## src/rtl/clkgate_ctrl.sv

```systemverilog
// Enable controller for the clock-gate cell: idle-hysteresis gating, settle-delayed wake and a
// one-shot req/ack handshake. Runs on the free-running clock.
module clkgate_ctrl #(
  parameter int unsigned IDLE_CYCLES   = 16,
  parameter int unsigned SETTLE_CYCLES = 2,
  parameter int unsigned CNT_W         =
    $clog2(((IDLE_CYCLES > SETTLE_CYCLES) ? IDLE_CYCLES : SETTLE_CYCLES) + 1)
) (
  input  logic clk,
  input  logic rst,
  input  logic busy,
  input  logic wake_req,
  input  logic force_on,
  input  logic test_mode,
  output logic cg_en,
  output logic wake_ack,
  output logic gated
);

  if (IDLE_CYCLES == 0) begin : gen_idle_check
    $error("clkgate_ctrl: IDLE_CYCLES must be at least 1");
  end

  localparam logic [CNT_W-1:0] IdleLast   = CNT_W'(IDLE_CYCLES - 1);
  localparam logic [CNT_W-1:0] SettleLast = CNT_W'(SETTLE_CYCLES);

  typedef enum logic [1:0] {StRun, StGated, StWake} state_e;

  state_e            state_q;
  logic [CNT_W-1:0]  idle_cnt_q;
  logic [CNT_W-1:0]  settle_cnt_q;
  logic              ack_done_q;
  logic              cg_en_q;
  logic              wake_ack_q;
  logic              gated_q;

  logic act;
  logic ack_fire;

  assign act      = busy | wake_req | force_on;
  // test_mode pins the FSM in RUN, so it also qualifies the ack like RUN does.
  assign ack_fire = ((state_q == StRun) || test_mode) && wake_req && !ack_done_q;

  always_ff @(posedge clk) begin
    if (rst) begin
      state_q      <= StRun;
      idle_cnt_q   <= '0;
      settle_cnt_q <= '0;
      ack_done_q   <= 1'b0;
      cg_en_q      <= 1'b1;
      wake_ack_q   <= 1'b0;
      gated_q      <= 1'b0;
    end else begin
      wake_ack_q <= ack_fire;
      // One ack per request level: re-arm only once wake_req has been seen low.
      if (!wake_req) begin
        ack_done_q <= 1'b0;
      end else if (ack_fire) begin
        ack_done_q <= 1'b1;
      end

      if (test_mode) begin
        state_q      <= StRun;
        idle_cnt_q   <= '0;
        settle_cnt_q <= '0;
        cg_en_q      <= 1'b1;
        gated_q      <= 1'b0;
      end else begin
        unique case (state_q)
          StRun: begin
            if (act) begin
              idle_cnt_q <= '0;
            end else if (idle_cnt_q == IdleLast) begin
              state_q    <= StGated;
              idle_cnt_q <= '0;
              cg_en_q    <= 1'b0;
              gated_q    <= 1'b1;
            end else begin
              idle_cnt_q <= idle_cnt_q + 1'b1;
            end
          end
          StGated: begin
            // busy counts too: a frozen domain may be stuck with busy high.
            if (act) begin
              state_q      <= StWake;
              settle_cnt_q <= '0;
              cg_en_q      <= 1'b1;
              gated_q      <= 1'b0;
            end
          end
          StWake: begin
            if (settle_cnt_q == SettleLast) begin
              state_q    <= StRun;
              idle_cnt_q <= '0;
            end else begin
              settle_cnt_q <= settle_cnt_q + 1'b1;
            end
          end
          default: begin
            state_q    <= StRun;
            idle_cnt_q <= '0;
            cg_en_q    <= 1'b1;
            gated_q    <= 1'b0;
          end
        endcase
      end
    end
  end

  assign cg_en    = cg_en_q | test_mode;
  assign wake_ack = wake_ack_q;
  assign gated    = gated_q;

endmodule

```

## config.mk

```make
export PLATFORM = sky130hd
export DESIGN_NAME = clkgate_ctrl
export DESIGN_NICKNAME = d
export VERILOG_FILES = /design/src/rtl/clkgate_ctrl.sv
export SDC_FILE = /design/constraint.sdc
export NUM_CORES = 1
export LEC_CHECK = 0
export ABC_AREA = 0
export CAP_MARGIN = 40
export CELL_PAD_IN_SITES_DETAIL_PLACEMENT = 0
export CELL_PAD_IN_SITES_GLOBAL_PLACEMENT = 2
export CORE_UTILIZATION = 29
export CTS_BUF_LIST = sky130_fd_sc_hd__clkbuf_8 sky130_fd_sc_hd__clkbuf_16
export DETAILED_ROUTE_END_ITERATION = 16
export PLACE_DENSITY = 0.75
export SYNTH_ARGS = -nofsm -noshare
export SYNTH_HDL_FRONTEND = slang
export SYNTH_SLANG_ARGS = --single-unit
```

## constraint.sdc

```tcl
create_clock -name clk -period 1.45 [get_ports clk]
set_input_delay 0.29 -clock clk [delete_from_list [all_inputs] [get_ports clk]]
set_output_delay 0.29 -clock clk [all_outputs]
set_load 0.01 [all_outputs]
```

# Word level (Yosys, flattened, before mapping)
# Cells that the tools add are included.
# op_classes
n_reduce_logical,12
n_bitwise,6
eq_ne,9
n_addsub,2
n_mux,20
# ops
op,count
$mux 5,5
$pmux 5 s3,1
$add 5x1->5 const B,2
$pmux 5 s2,1
$mux 2,4
$ne 2x2->1 const B,4
$reduce_and 4->1,2
$mux 1,6
$pmux 1 s3,2
$pmux 2 s3,1
$eq 5x2->1 const B,1
$eq 5x4->1 const B,1
$reduce_or 2->1,2
$not 1->1,3
$or 1x1->1,3
$reduce_and 3->1,1
$eq 2x1->1 const B,1
$eq 2x2->1 const B,1
$logic_and 1x1->1,2
$logic_not 2->1,1
$ne 2x1->1 const B,1
$reduce_and 2->1,1
$reduce_bool 2->1,1
$logic_not 1->1,1
$logic_or 1x1->1,1
# totals
elab_cells,56
ff_bits,16
in_bits,6

# Logic depth before layout (Yosys ltp)
# Gate-level depths: netlist (run 1).
# logic_depth
ltp_word,4
depth_mapped,5

# Worst setup path before layout (run 1)
# OpenSTA, ideal clock, no wires.
# synth_path
path_type,input to register
start,input busy
end,register idle_cnt_q[3]
t_required_ns,1.355
slack_ns,-0.136
cell_stages,4
n_path_buf,1
arrival_time_ns,1.491
setup_time_ns,0.095
path_cell_list,or3_1 > clkbuf_2 > or4_1 > a221oi_1
# synth_via
elab_chain_cells,4
# synth_rtl
item,line,rtl
from (decl),11,"input logic busy,"
$or 1x1->1 (2 in series),40,assign act = busy | wake_req | force_on;
$mux 5,71,if (act) begin
$pmux 5 s3,69,unique case (state_q)
to (signal assigned),79,idle_cnt_q <= idle_cnt_q + 1'b1;
to (decl),30,logic [CNT_W-1:0] idle_cnt_q;
# Every way passes these cells.
# A chain may end at the register's enable or synchronous reset.

# Worst setup path in the final report (run 1)
# layout_path
start,register settle_cnt_q[0]
end,register settle_cnt_q[1]
# layout_via
elab_chain_cells,3
elab_cells_between_ends,6
cone_classes,1 x add/sub; 2 x eq/ne; 2 x mux; 1 x reduce/logical
# layout_rtl
item,line,rtl
from (decl),31,logic [CNT_W-1:0] settle_cnt_q;
from (signal assigned),96,settle_cnt_q <= settle_cnt_q + 1'b1;
$add 5x1->5 / $eq 5x2->1 (equally long branches),"96, 92",
$mux 5 / $ne 2x2->1 (equally long branches),n/a,
$pmux 5 s2 / $reduce_and 3->1 (equally long branches),n/a,
# Parallel ways exist; a longest one is shown, timed or not. The select of a mux whose other input is x is not followed.

==> results.md, run 1 <==
- Min-Delay Path Class: reg2reg
- Setup TNS: -389 ps
- Violated checks: negative setup slack
- Synth area leaders: dfxtp_1, ha_1, or3_1
- Cell taking the most area after synthesis: dfxtp_1
- Pwr dens: approximately 770 nW/um2
- Net switching power: approximately 0.00019 W
- Seq pwr share: approximately half
- Clock transition at path regs: roughly 70 ps
- GRT Max-Usage Layer: met2
- P_int: 0.000718 W
- Worst hold slack: between 400 and 500 ps
- Gr usage total: between 10% and 20%
- # setup viols final: 7
- Leakage: around 0.42 nW
- Final Non-Filler Cells: about 150
- Async SR Flop Fraction: 0%
- Core region area: around 2500 um2
- Die width: 54.7 um
- Post-DRT Antenna Nets: 0
- FP Rows: 18
- Layout net count: 133
- Die area: around 3000 um2
- Avg WL per Cell: between 10 and 15 um
- Slowest-stage cell, CP: or4b_4
- Root Driver: clkbuf_8
- RSZ-0062 raised after global routing: true
- Synth unique cells: 34
- Worst Tran Pin Value: about 400 ps
- Hold Violations, Final: 0
- GR Util met1: 21.6%
- Last weighted congestion value of the routability-driven placer: 0.817
- Worst ir drop on vdd: about 0.76 mV
- Residual DRC: 0
- Worst path required time: between 1500 and 2000 ps
- Vias: between 700 and 800
- Post-synthesis sequential element count: 16
- Switching share of power: 21.1%
- Pins over their slew limit: 0
- CTS Buffer Depth: 2
- Status: finished with violations
- Post-synth EDFFs: 0
- Syn_nets: ~100
- Critical Path, Cell by Cell: inv_2 -> ha_4 -> or4b_4 -> a22oi_2 -> mux2i_1
- Post-synthesis area per instance: about 8.6 um2
- Top cells by count, synth: dfxtp_1, nand2_1, nor3_1, or3_1
- Cell area after layout: roughly 1200 um2
- Placed cells: 148
- Die height: between 50 and 60 um
- Final wirelength: between 2000 and 2500 um
- Rel. slew slack: 72.8%
- CP max stage delay: about 500 ps
- Mapped Area: just over 800 um2
- Arr. time, crit path: ~1700 ps
- Initial DRT Pass Iterations: 4
- GR Layer Usage met2: 28.3%
- Fill cells: roughly 270
- Global-route wire length before repair: between 3000 and 4000 um
- N_diodes: 0
- Largest net degree at the start of global routing: 10
- Port Buffer Count: 8
- Area Growth Syn to Fin: 46.1%
- Setup WS post-layout: -84.4 ps
- Initial detailed-routing violation count: 14
- PnR Total Power: 0.000910 W
- H-tree Lvls: 1
- Starting Density: between 30% and 40%
- Total gr overflow: 0
- Fin crit share: 106%
- DP Wirelength: 1620 um
- Final Skew: around 4.3 ps
- Main synth FF type: dfxtp_1
- Share of cells above drive strength 1: between 30% and 40%
- Critical Path Fanout Max: 4
- Initial antenna violation count: 0
- Post-Synthesis Cells: 94
- Synth warnings: 0
- CTS tree: yes
- Setup Crit Path Kind: reg2reg
- Peak Freq: roughly 650 MHz
- Vias in the first global route: 759
- Clock Latency Late Sink: between 200 and 300 ps
- Critical path launch point type: register
- Dpl cell area: 1080 um2
- Most common cell in the netlist: dfxtp_1
- Ports: 9
- Number of max-cap violations: 0
- Hold Buf Count CTS: 0
- Post-synth top area share: between 30 and 40%
- Met3 Usage GRT: under 10%
- Clock group share of total power: between 40% and 50%
- Setup crit end kind: register
- Average via count per standard cell: 5.18
- Number of CTS-inserted buffers: 3
- Final Critical Period: approximately 1500 ps
- Combinational share of power: 7.2%
- Seq/Total Area, Yosys: 39.8%
- CTS sink count: 16
flip-flops by register name, indices dropped and copies added, names as in the netlist:
signal	count
state_q	2
idle_cnt_q	5
ack_done_q	1
settle_cnt_q	5
gated	1
wake_ack	1
cg_en_q	1
through the flow:
stage | setup slack, ps | util, %
final | -84.4 | 46.3
after global routing | -151 | 46.3
after CTS | -86.4 | 45.3
after detailed placement | -474 | 42.4
after global placement | -386 | 42.4
after floorplan | -50.5 | -
layout make-up:
type | instances | area, um2 | area share (%)
Timing Repair Buffer | 28 | 224 | 19.0
Clock buffer | 4 | 55.1 | 4.68
Multi-Input combinational cell | 71 | 520 | 44.2
Tap cell | 30 | 37.5 | 3.19
Sequential cell | 16 | 325 | 27.6
Inverter | 4 | 15.0 | 1.28
metal layers:
layer | routed length, um | part of all wire, %
met1 | 1020 | 47
met2 | 1050 | 49
met3 | 66 | 3.1
met4 | 19 | 0.88
met5 | 0 | 0
critical path, delay by kind of cell (launching register included):
family          cells  cell delay [ps]
compound gates      1              220
simple gates        1              500
fa+ha+maj           1              120
flops               1              320
buf+inv             1               70
mux                 1              210
repair_timing:
item / in CTS / in global routing
buffers inserted: 0 / 1
resized for setup: 11 / 5
pin swaps: 2 / 5
setup endpoints to repair: 10 / 12
power by group through the flow:
stage	combinational (W)	sequential (W)	clock, W
after CTS	0.0000646	0.000444	0.000421
after floorplan	0.0000192	0.000455	0
after detailed placement	0.0000659	0.000454	0
final	0.0000652	0.000445	0.000400
after global placement	0.0000655	0.000454	0
after global routing	0.0000715	0.000445	0.000439
worst paths after layout:
kind	startpoint	endpoint	slack, ps	depth (start not counted)
setup reg to reg	settle_cnt_q[0]$_SDFFE_PP0P_	settle_cnt_q[1]$_SDFFE_PP0P_	-80	5
setup / recovery	settle_cnt_q[0]$_SDFFE_PP0P_	settle_cnt_q[1]$_SDFFE_PP0P_	-80	5
hold / removal	idle_cnt_q[4]$_SDFFE_PP0P_	idle_cnt_q[4]$_SDFFE_PP0P_	430	2
hold reg to reg	idle_cnt_q[4]$_SDFFE_PP0P_	idle_cnt_q[4]$_SDFFE_PP0P_	430	2
cells in the final DEF (no fill, tap or decap), types with 2 or more instances in the layout:
cell type        instances
or3_1                    5
nand2b_1                 2
nor3_1                   6
nand2_1                  8
a21oi_1                  4
dfxtp_1                 12
nand3_1                  5
buf_4                   20
o22ai_1                  2
dlygate4sd2_1            5
or2_2                    3
inv_1                    3
ha_4                     2
nor4b_1                  2
nor2b_1                  3
dfxtp_2                  4
clkdlybuf4s50_1          2
clkbuf_8                 4
o221ai_1                 4
nor2_1                   4
nand4b_1                 2
logic make-up (layout without fill, tap and decap cells):
logic type | count (synthesis) | count (layout) | synth area share (%)
buffers and inverters | 7 | 36 | 3.57
muxes | 1 | 1 | 1.24
AOI/OAI and AO/OA | 19 | 19 | 16.6
DFF | 16 | 16 | 39.8
adders and majority gates | 3 | 3 | 4.66
and+or+nand+nor | 48 | 48 | 34.2
Power figures use the tool's default switching activity.
==> inputs of run 2 (changes only) <==
- CORE_UTILIZATION: 29 -> 34
- PLACE_DENSITY: 0.75 -> 0.82
- clock period: 1.45 -> 1.9 ns (I/O delays scaled with it)
==> results.md, run 2 (synthesis results as in run 1) <==
- Share of cells above drive strength 1: 14.5% (-20 points)
- Final Skew: 8.64 ps (+4.33 ps)
- Worst path required time: 2070 ps (+450 ps)
- Residual DRC: 0 (unchanged)
- Largest net degree at the start of global routing: 11 (+1)
- Setup crit end kind: register
- Ports: 9 (unchanged)
- Total gr overflow: 0 (unchanged)
- Core region area: 2230 um2 (-12%)
- Global-route wire length before repair: 3330 um (-5.9%)
- Pins over their slew limit: 0 (unchanged)
- Average via count per standard cell: 5.42 (+4.7%)
- Net switching power: 0.000140 W (-27%)
- # setup viols final: 0 (-7)
- Hold Buf Count CTS: 0 (unchanged)
- Worst ir drop on vdd: 0.448 mV (-41%)
- GR Util met1: 23.4% (+1.9 points)
- Post-DRT Antenna Nets: 0 (unchanged)
- Area Growth Syn to Fin: 26.2%
- Hold Violations, Final: 0 (unchanged)
- Vias in the first global route: 752 (-0.92%)
- Avg WL per Cell: 13.9 um (-1.5%)
- Final Critical Period: between 1500 and 2000 ps
- FP Rows: 17 (-1)
- GR Layer Usage met2: 25.6% (-2.8 points)
- CTS sink count: 16 (unchanged)
- DP Wirelength: 1430 um (-12%)
- Critical Path Fanout Max: 2 (-2)
- Seq pwr share: 52.6% (+3.7 points)
- Min-delay src: ack_done_q$_SDFFE_PP0P_
- Pwr dens: 634 nW/um2 (-18%)
- Peak Freq: 552 MHz
- Multi-input gate area: 467 um2 (-10%)
- Final Non-Filler Cells: 138 (-9.8%)
- Reg2reg path depth: 5 (unchanged)
- Hold Path Stages: 1 (-1)
- Setup Crit Path Kind: in2reg
- Rel. slew slack: 73.3% (+0.51 points)
- WHS Endpoint: wake_ack$_SDFF_PP0_
- Final wirelength: 1910 um (-11%)
- CTS tree: yes
- Fin crit share: a little over nine tenths
- N_diodes: 0 (unchanged)
- Worst Tran Pin Value: 397 ps (-5.58 ps)
- Number of max-cap violations: 0 (unchanged)
- Status: finished clean
- FF/Latch Area: 320 um2 (-1.5%)
- Number of CTS-inserted buffers: 3 (unchanged)
- Port Buffer Count: 8 (unchanged)
- Arr. time, crit path: 1980 ps (+270 ps)
- Initial detailed-routing violation count: 23 (+9)
- Layout net count: 121 (-9.0%)
- Biggest regs: idle_cnt_q x5, settle_cnt_q x5, state_q x2
- Most frequent cells in the layout: dfxtp_1, nand2_1, buf_4
- Flop-to-flop setup slack: 200 ps (+280 ps)
- Starting Density: 36.1% (+4.4 points)
- Clock group share of total power: 40.1% (-3.9 points)
- RSZ-0062 raised after global routing: false
- Critical path launch point type: input port
- Clock Latency Late Sink: 260 ps (about the same)
- Layout Utilization: 45.5% (-0.72 points)
- Switching share of power: 21.7% (+0.65 points)
- Die width: 50.7 um (-7.4%)
- Placed cells: 135 (-8.8%)
- Initial antenna violation count: 0 (unchanged)
- Clock transition at path regs: 70 ps (about the same)
- Postcts setup bufs: 0 (unchanged)
- Die area: 2570 um2 (-14%)
- Leakage: 0.328 nW (-21%)
- Last weighted congestion value of the routability-driven placer: 0.774 (-5.3%)
- Reg2reg end: idle_cnt_q[3]$_SDFFE_PP0P_
- GRT Max-Usage Layer: met2
- Setup TNS: 0 ps (+389 ps)
- Min-Delay Path Class: reg2reg
- Initial DRT Pass Iterations: 4 (unchanged)
- Worst hold slack: 422 ps (-7.86 ps)
- Fill cells: 237 (-13%)
- Gr usage total: 17.6% (+0.039 points)
- Met3 Usage GRT: 6.36% (+0.25 points)
- Reg2reg start: settle_cnt_q[0]$_SDFFE_PP0P_
- H-tree Lvls: 1 (unchanged)
- Combinational share of power: 7.4% (+0.2 points)
- Root Driver: clkbuf_8
- Die height: 50.7 um (-7.4%)
- Commonest non-fill, non-tap cell in the layout: dfxtp_1
- CTS Buffer Depth: 2 (unchanged)
- P_int: 0.000505 W (-30%)
- Vias: 748 (-5.6%)
run 2: final cells by class:
class / instances / share of cell area (%)
inverters: 4 / 1.48
multi-input cells: 71 / 45.9
flip-flops and latches: 16 / 31.5
well taps: 28 / 3.44
clock buffers: 3 / 4.06
repair buffers: 16 / 13.7
run 2: power by group through the flow:
stage | sequential, W | clock, W | combinational [W]
finish | 0.000339 | 0.000259 | 0.0000474
global route | 0.000339 | 0.000284 | 0.0000514
CTS | 0.000339 | 0.000270 | 0.0000468
detailed placement | 0.000347 | 0 | 0.0000467
global placement | 0.000347 | 0 | 0.0000464
floorplan | 0.000347 | 0 | 0.0000145
run 2: stage by stage:
step                      power (W)  instance area, um2  setup WS, ps
after global routing       0.000675                1020          26.7
after global placement     0.000393                 967          -105
after floorplan            0.000362                 806           224
after CTS                  0.000656                1010           109
final                      0.000645                1020          90.0
after detailed placement   0.000393                 967          -164
run 2: worst max path at each step:
| stage | startpoint | to |
|---|---|---|
| floorplan | busy | idle_cnt_q[3]$_SDFFE_PP0P_ |
| global placement | busy | idle_cnt_q[3]$_SDFFE_PP0P_ |
| detailed placement | busy | idle_cnt_q[3]$_SDFFE_PP0P_ |
| CTS | busy | idle_cnt_q[3]$_SDFFE_PP0P_ |
| global route | busy | gated$_SDFFE_PP0P_ |
| finish | busy | idle_cnt_q[3]$_SDFFE_PP0P_ |
run 2: worst max-delay path: stages:
cell             delay (ps)
clkdlybuf4s50_1         410
or3_1                   390
or4_1                   510
a221oi_2                280
run 2: timing repair:
item | CTS | global route
endpoints found under the hold margin | 0 | 0
setup endpoints to repair | 1 | 4
gates resized for setup | 1 | 2
run 2: routing by layer:
| layer | share of wire (%) | vias up |
|---|---|---|
| met5 | 0 | - |
| met4 | 1.2 | 0 |
| met3 | 4.5 | 4 |
| met2 | 43 | 17 |
| met1 | 51 | 336 |
| li1 | - | 391 |
==> inputs of run 3 (changes only) <==
- ABC_CLOCK_PERIOD_IN_PS: default -> 1900
- CTS_BUF_LIST: sky130_fd_sc_hd__clkbuf_8 sky130_fd_sc_hd__clkbuf_16 -> sky130_fd_sc_hd__clkbuf_16
- CTS_CLUSTER_SIZE: default -> 14
==> results.md, run 3 (synthesis results as in run 1) <==
- Worst Tran Pin Value: 397 ps (-0.0789 ps)
- Root Driver: clkbuf_16
- Peak Freq: 550 MHz (-0.45%)
- Layout net count: 121 (unchanged)
- Status: finished clean
- Share of cells above drive strength 1: 14.5% (unchanged)
- Worst Path Buf+Inv: 1 (unchanged)
- Postcts setup bufs: 0 (unchanged)
- PnR Total Power: 0.000798 W (+24%)
- Global-route wire length before repair: 3330 um (+0.21%)
- Die width: 50.7 um (unchanged)
- FP Rows: 17 (unchanged)
- Vias in the first global route: 756 (+0.53%)
- CTS sink count: 16 (unchanged)
- Worst ir drop on vdd: 0.621 mV (+39%)
- Layout Utilization: 47.1% (+1.5 points)
- Largest net degree at the start of global routing: 11 (unchanged)
- # setup viols final: 0 (unchanged)
- Residual DRC: 0 (unchanged)
- Pwr dens: 759 nW/um2 (+20%)
- Post-DRT Antenna Nets: 0 (unchanged)
- Number of max-cap violations: 0 (unchanged)
- Placed cells: 135 (unchanged)
- H-tree Lvls: 1 (unchanged)
- Total gr overflow: 0 (unchanged)
- Pins over their slew limit: 0 (unchanged)
- Avg WL per Cell: 13.8 um (-0.52%)
- CP max stage delay: 510 ps (about the same)
- Setup Crit Path Kind: in2reg
- Clock Latency Late Sink: 250 ps (about the same)
- Die area: 2570 um2 (unchanged)
- RSZ-0062 raised after global routing: false
- DP Wirelength: 1430 um (unchanged)
- Pre-CTS setup slack: -164 ps (unchanged)
- CTS Buffer Depth: 2 (unchanged)
- Setup WS post-layout: 81.8 ps (-8.17 ps)
- Port Buffer Count: 8 (unchanged)
- Flop-to-flop setup slack: 190 ps (about the same)
- Critical path launch point type: input port
- Arr. time, crit path: 1980 ps (about the same)
- N_diodes: 0 (unchanged)
- Hold Buf Count CTS: 0 (unchanged)
- Area Growth Syn to Fin: 30.4%
- Number of CTS-inserted buffers: 3 (unchanged)
- CP delay by family, top: simple AND/OR/NAND/NOR gates
- Fin crit share: 95.7% (+0.43 points)
- Last weighted congestion value of the routability-driven placer: 0.774 (unchanged)
- Most frequent cells in the layout: dfxtp_1, nand2_1, buf_4
- Slowest-stage cell, CP: or4_1
- Initial detailed-routing violation count: 21 (-8.7%)
- Hold Violations, Final: 0 (unchanged)
- Worst path required time: 2060 ps (about the same)
- Critical Path, Cell by Cell: clkdlybuf4s50_1 -> or3_1 -> or4_1 -> a221oi_2
- Final Non-Filler Cells: 138 (unchanged)
- Commonest non-fill, non-tap cell in the layout: dfxtp_1
- Initial antenna violation count: 0 (unchanged)
- Critical Path Fanout Max: 2 (unchanged)
- Leakage: 0.344 nW (+4.7%)
- Initial DRT Pass Iterations: 4 (unchanged)
- Starting Density: 36.1% (unchanged)
- Clock transition at path regs: 50 ps (-20 ps)
- Rel. slew slack: 73.4% (+0.15 points)
- Ports: 9 (unchanged)
- Setup crit end kind: register
- Biggest regs: idle_cnt_q x5, settle_cnt_q x5, state_q x2
- Core region area: 2230 um2 (unchanged)
- Die height: 50.7 um (unchanged)
- CTS tree: yes
- Average via count per standard cell: 5.36 (-1.2%)
- Min-Delay Path Class: reg2reg
- Final Critical Period: 1820 ps (+8.17 ps)
- Vias: 739 (-1.2%)
- Gr usage total: 17.5% (-0.13 points)
- Final wirelength: 1900 um (-0.52%)
- Final Skew: 6.43 ps (-2.21 ps)
[run 3: area by class of cell]
| class | count | area, um2 |
|---|---|---|
| inverter | 4 | 15.0 |
| multi-input combinational | 71 | 467 |
| timing repair buffer | 16 | 139 |
| clock buffer | 3 | 75.1 |
| sequential | 16 | 320 |
| fill | 232 | 1180 |
| tap | 28 | 35.0 |
[run 3: worst reg2reg max path: stages, from the launching register on]
cell and delay (ps):
dfxtp_1 320, inv_1 90, ha_1 160, or4b_1 550, a211oi_1 370, a221oi_2 100
[run 3: final timing paths]
kind                                                   start                         end  depth (start not counted)
worst min-delay path                 ack_done_q$_SDFFE_PP0P_         wake_ack$_SDFF_PP0_                          1
worst max register to register  settle_cnt_q[0]$_SDFFE_PP0P_  idle_cnt_q[3]$_SDFFE_PP0P_                          5
worst max-delay path                                    busy  idle_cnt_q[3]$_SDFFE_PP0P_                          4
worst min register to register       ack_done_q$_SDFFE_PP0P_         wake_ack$_SDFF_PP0_                          1
[run 3: layer usage]
metal	vias to the layer above	share of wire, %	GRT usage [%]
met5	-	0	0
met4	0	0.79	6.94
met3	2	5.4	5.45
met2	20	44	26.4
met1	324	50	22.9
li1	393	-	-
[run 3: what timing repair did]
action / 4_1_cts / 5_1_grt
endpoints found under the setup margin: 1 / 4
resized for setup: 1 / 2
endpoints found under the hold margin: 0 / 0
[run 3: power breakdown]
group / total (W) / internal (W) / switching (W)
registers: 0.000340 / 0.000339 / 0.00000120
clock network: 0.000410 / 0.000276 / 0.000134
logic: 0.0000473 / 0.0000263 / 0.0000210
[run 3: metrics by stage]
| step | TNS (ps) | instance area (um2) | hold slack [ps] |
|---|---|---|---|
| floorplan | 0 | 806 | 400 |
| global placement | -200 | 967 | 415 |
| detailed placement | -271 | 967 | 419 |
| CTS | 0 | 1040 | 425 |
| global route | 0 | 1050 | 450 |
| finish | 0 | 1050 | 421 |
==> edit, RTL diff (flow settings as in run 1) <==
Change the parameter `IDLE_CYCLES` from 16 to 32.
--- a/src/rtl/clkgate_ctrl.sv
+++ b/src/rtl/clkgate_ctrl.sv
@@ -1,7 +1,7 @@
 // Enable controller for the clock-gate cell: idle-hysteresis gating, settle-delayed wake and a
 // one-shot req/ack handshake. Runs on the free-running clock.
 module clkgate_ctrl #(
-  parameter int unsigned IDLE_CYCLES   = 16,
+  parameter int unsigned IDLE_CYCLES   = 32,
   parameter int unsigned SETTLE_CYCLES = 2,
   parameter int unsigned CNT_W         =
     $clog2(((IDLE_CYCLES > SETTLE_CYCLES) ? IDLE_CYCLES : SETTLE_CYCLES) + 1)
Check against the original RTL: no difference found for any inputs over 10 cycles, from zero or initial values and one cycle with rst high; that may be too few to reach the edited logic, so the function may still have changed.
==> edit against run 1 <==
Design area is 5.8% higher. Wire length shrank 8.2%. Total power grew 6.7%. Critical path type is now input port to flip-flop. Sequential cell count increased by 2. Die area grew 12%. Area after synthesis is 12% higher. Setup slack improved by 0.077 ns. Largest power group unchanged. The flow still finishes with violations (setup timing). Critical path depth did not move. Via count increased by 6.6%. Non-clock buffer count down 2. Sequential share of layout area is 1.4 points higher. Combinational power fell by 4.1%.
==> edit: results (changes against run 1) <==
Critical path
  – Crit-path slowest cell: or4_4
  – CP arrival: 1.65 ns (-0.06 ns)
  – Crit Path Max Fanout: 7 (+3)
  – Crit-path max cell delay: 0.56 ns (+0.06 ns)

Yosys
  – Synth cell count leaders: dfxtp_1 (18), a21oi_1 (12), nor2_1 (11), nand2_1 (9), nor3_1 (6)
  – Area contributors post-synth: dfxtp_1 (40%), a21oi_1 (6.6%), nor2_1 (4.6%)
  – Unique masters post-synth: 34 (unchanged)
  – Yosys warning count: 0 (unchanged)
  – Synth async-reset ratio: 0% (unchanged)
  – Mapped Nets: 117 (+14%)
  – Register area share after synthesis: 39.78% (about the same)

Clock tree
  – Postcts setup bufs: 0 (unchanged)
  – Max Buffers Root-to-Sink: 2 (unchanged)
  – Clock transition at path regs: 0.07 ns (about the same)
  – Worst-skew pair later-pin latency: 0.25 ns (about the same)
  – H-Tree Depth: 1 (unchanged)
  – Num CTS Buffers: 3 (unchanged)
  – Clock root cell: clkbuf_8

Route
  – Vias per inst: 5.084 (-1.8%)
  – DRT Pass-1 Iters: 4 (unchanged)
  – Initial DRC count: 26 (+12)
  – Routed WL per cell: 11.92 µm (-15%)

Final layout
  – NumNets Final: 145 (+9.0%)
  – Fillers: 278 (+1.8%)
  – Share of cells above drive strength 1: 26.67% (-7.5 points)
  – Antenna Cells: 0 (unchanged)
  – Biggest regs: idle_cnt_q x6, settle_cnt_q x6, state_q x2

Min path
  – Worst min path class: flip-flop to flip-flop

Outcome
  – Outcome: finished, violations left
  – Failing checks: setup timing

Placed design
  – Place WS: -0.4940 ns (-0.01995 ns)
  – Port buffer count: 8 (unchanged)
  – HPWL Detailed: 1496 µm (-7.8%)
  – Routability cong.: 0.7995 (-2.2%)

Global route
  – Global-route wire length before repair: 3381 µm (-4.3%)
  – Initial antenna violation count: 0 (unchanged)
  – Vias in the first global route: 790 (+4.1%)
  – GRT Overall Usage: 12.93% (-4.6 points)
  – Largest net degree at the start of global routing: 11 (+1)

Power
  – LEAKAGE: 0.4840 nW (+16%)
  – Max VDD drop: 0.4942 mV (-35%)

Timing
  – Worst Clk Skew: 0.001626 ns (-0.002685 ns)
  – Final setup violating endpoints: 1 (-6)
  – Fin worst setup slack: -0.007318 ns (+0.07705 ns)
  – Slew Limit Headroom: 78.70% (+5.9 points)
  – Post-route setup TNS: -0.007318 ns (+0.3816 ns)
==> edit: worst max-delay path, delay by kind of cell <==
family | cells | cell delay (ns)
buf+inv | 1 | 0.24
simple gates | 1 | 0.56
compound gates | 3 | 0.55
==> edit: cells by family (layout without fill, tap and decap cells) <==
family | count (synthesis) | count (layout) | synth area share [%]
AOI/OAI and AO/OA | 26 | 26 | 19.06
buffers and inverters | 5 | 32 | 2.900
xor gates and xnor gates | 1 | 1 | 0.9670
muxes | 2 | 2 | 2.210
and+or+nand+nor | 53 | 53 | 30.94
DFF | 18 | 18 | 39.78
adders and majority gates | 3 | 3 | 4.144
==> edit: final timing paths <==
check                           startpoint            end  slack (ns)  cells past startpoint
worst min-delay path            ack_done_q       wake_ack        0.43                      1
worst max-delay path              force_on  idle_cnt_q[3]      -0.007                      5
worst min register to register  ack_done_q       wake_ack        0.43                      1
worst max register to register  state_q[1]  idle_cnt_q[3]           0                      4
==> edit: layout make-up <==
| type | count | area [µm²] | share of cell area [%] |
|---|---|---|---|
| inverter | 2 | 7.507 | 0.6024 |
| clock buffer | 4 | 55.05 | 4.418 |
| timing repair buffer | 26 | 211.5 | 16.97 |
| sequential | 18 | 361.6 | 29.02 |
| multi-input combinational | 85 | 571.8 | 45.88 |
| tap | 31 | 38.79 | 3.112 |
==> edit: where the power goes <==
part           internal, W  total (W)  switching, W
Combinational    0.0000335  0.0000625     0.0000290
Clock             0.000241   0.000410      0.000169
Sequential        0.000498   0.000499    0.00000131
==> edit: timing repair <==
item,4_1_cts,5_1_grt
resized for setup,13,8
hold endpoints to repair,0,0
setup endpoints to repair,17,12
pin swaps,5,2
==> edit: metrics by stage <==
step	instance area (µm²)	util (%)	total power, W	hold slack [ns]	std cells
5_1_grt	1246	43.68	0.001014	0.4644	166
4_1_cts	1220	42.76	0.0009865	0.4284	166
2_1_floorplan	918.4	-	0.0005367	0.3661	108
3_3_place_gp	1154	40.44	0.0005727	0.4125	162
3_5_place_dp	1154	40.44	0.0005727	0.4183	162
6_report	1246	43.68	0.0009715	0.4257	166
==> edit: per-layer routing <==
layer	track usage (%)	wire (µm)	up-vias
li1	-	-	447
met1	16.19	982	388
met2	21.18	922	7
met3	4.241	59	2
met4	3.741	13	0
met5	0	0	-
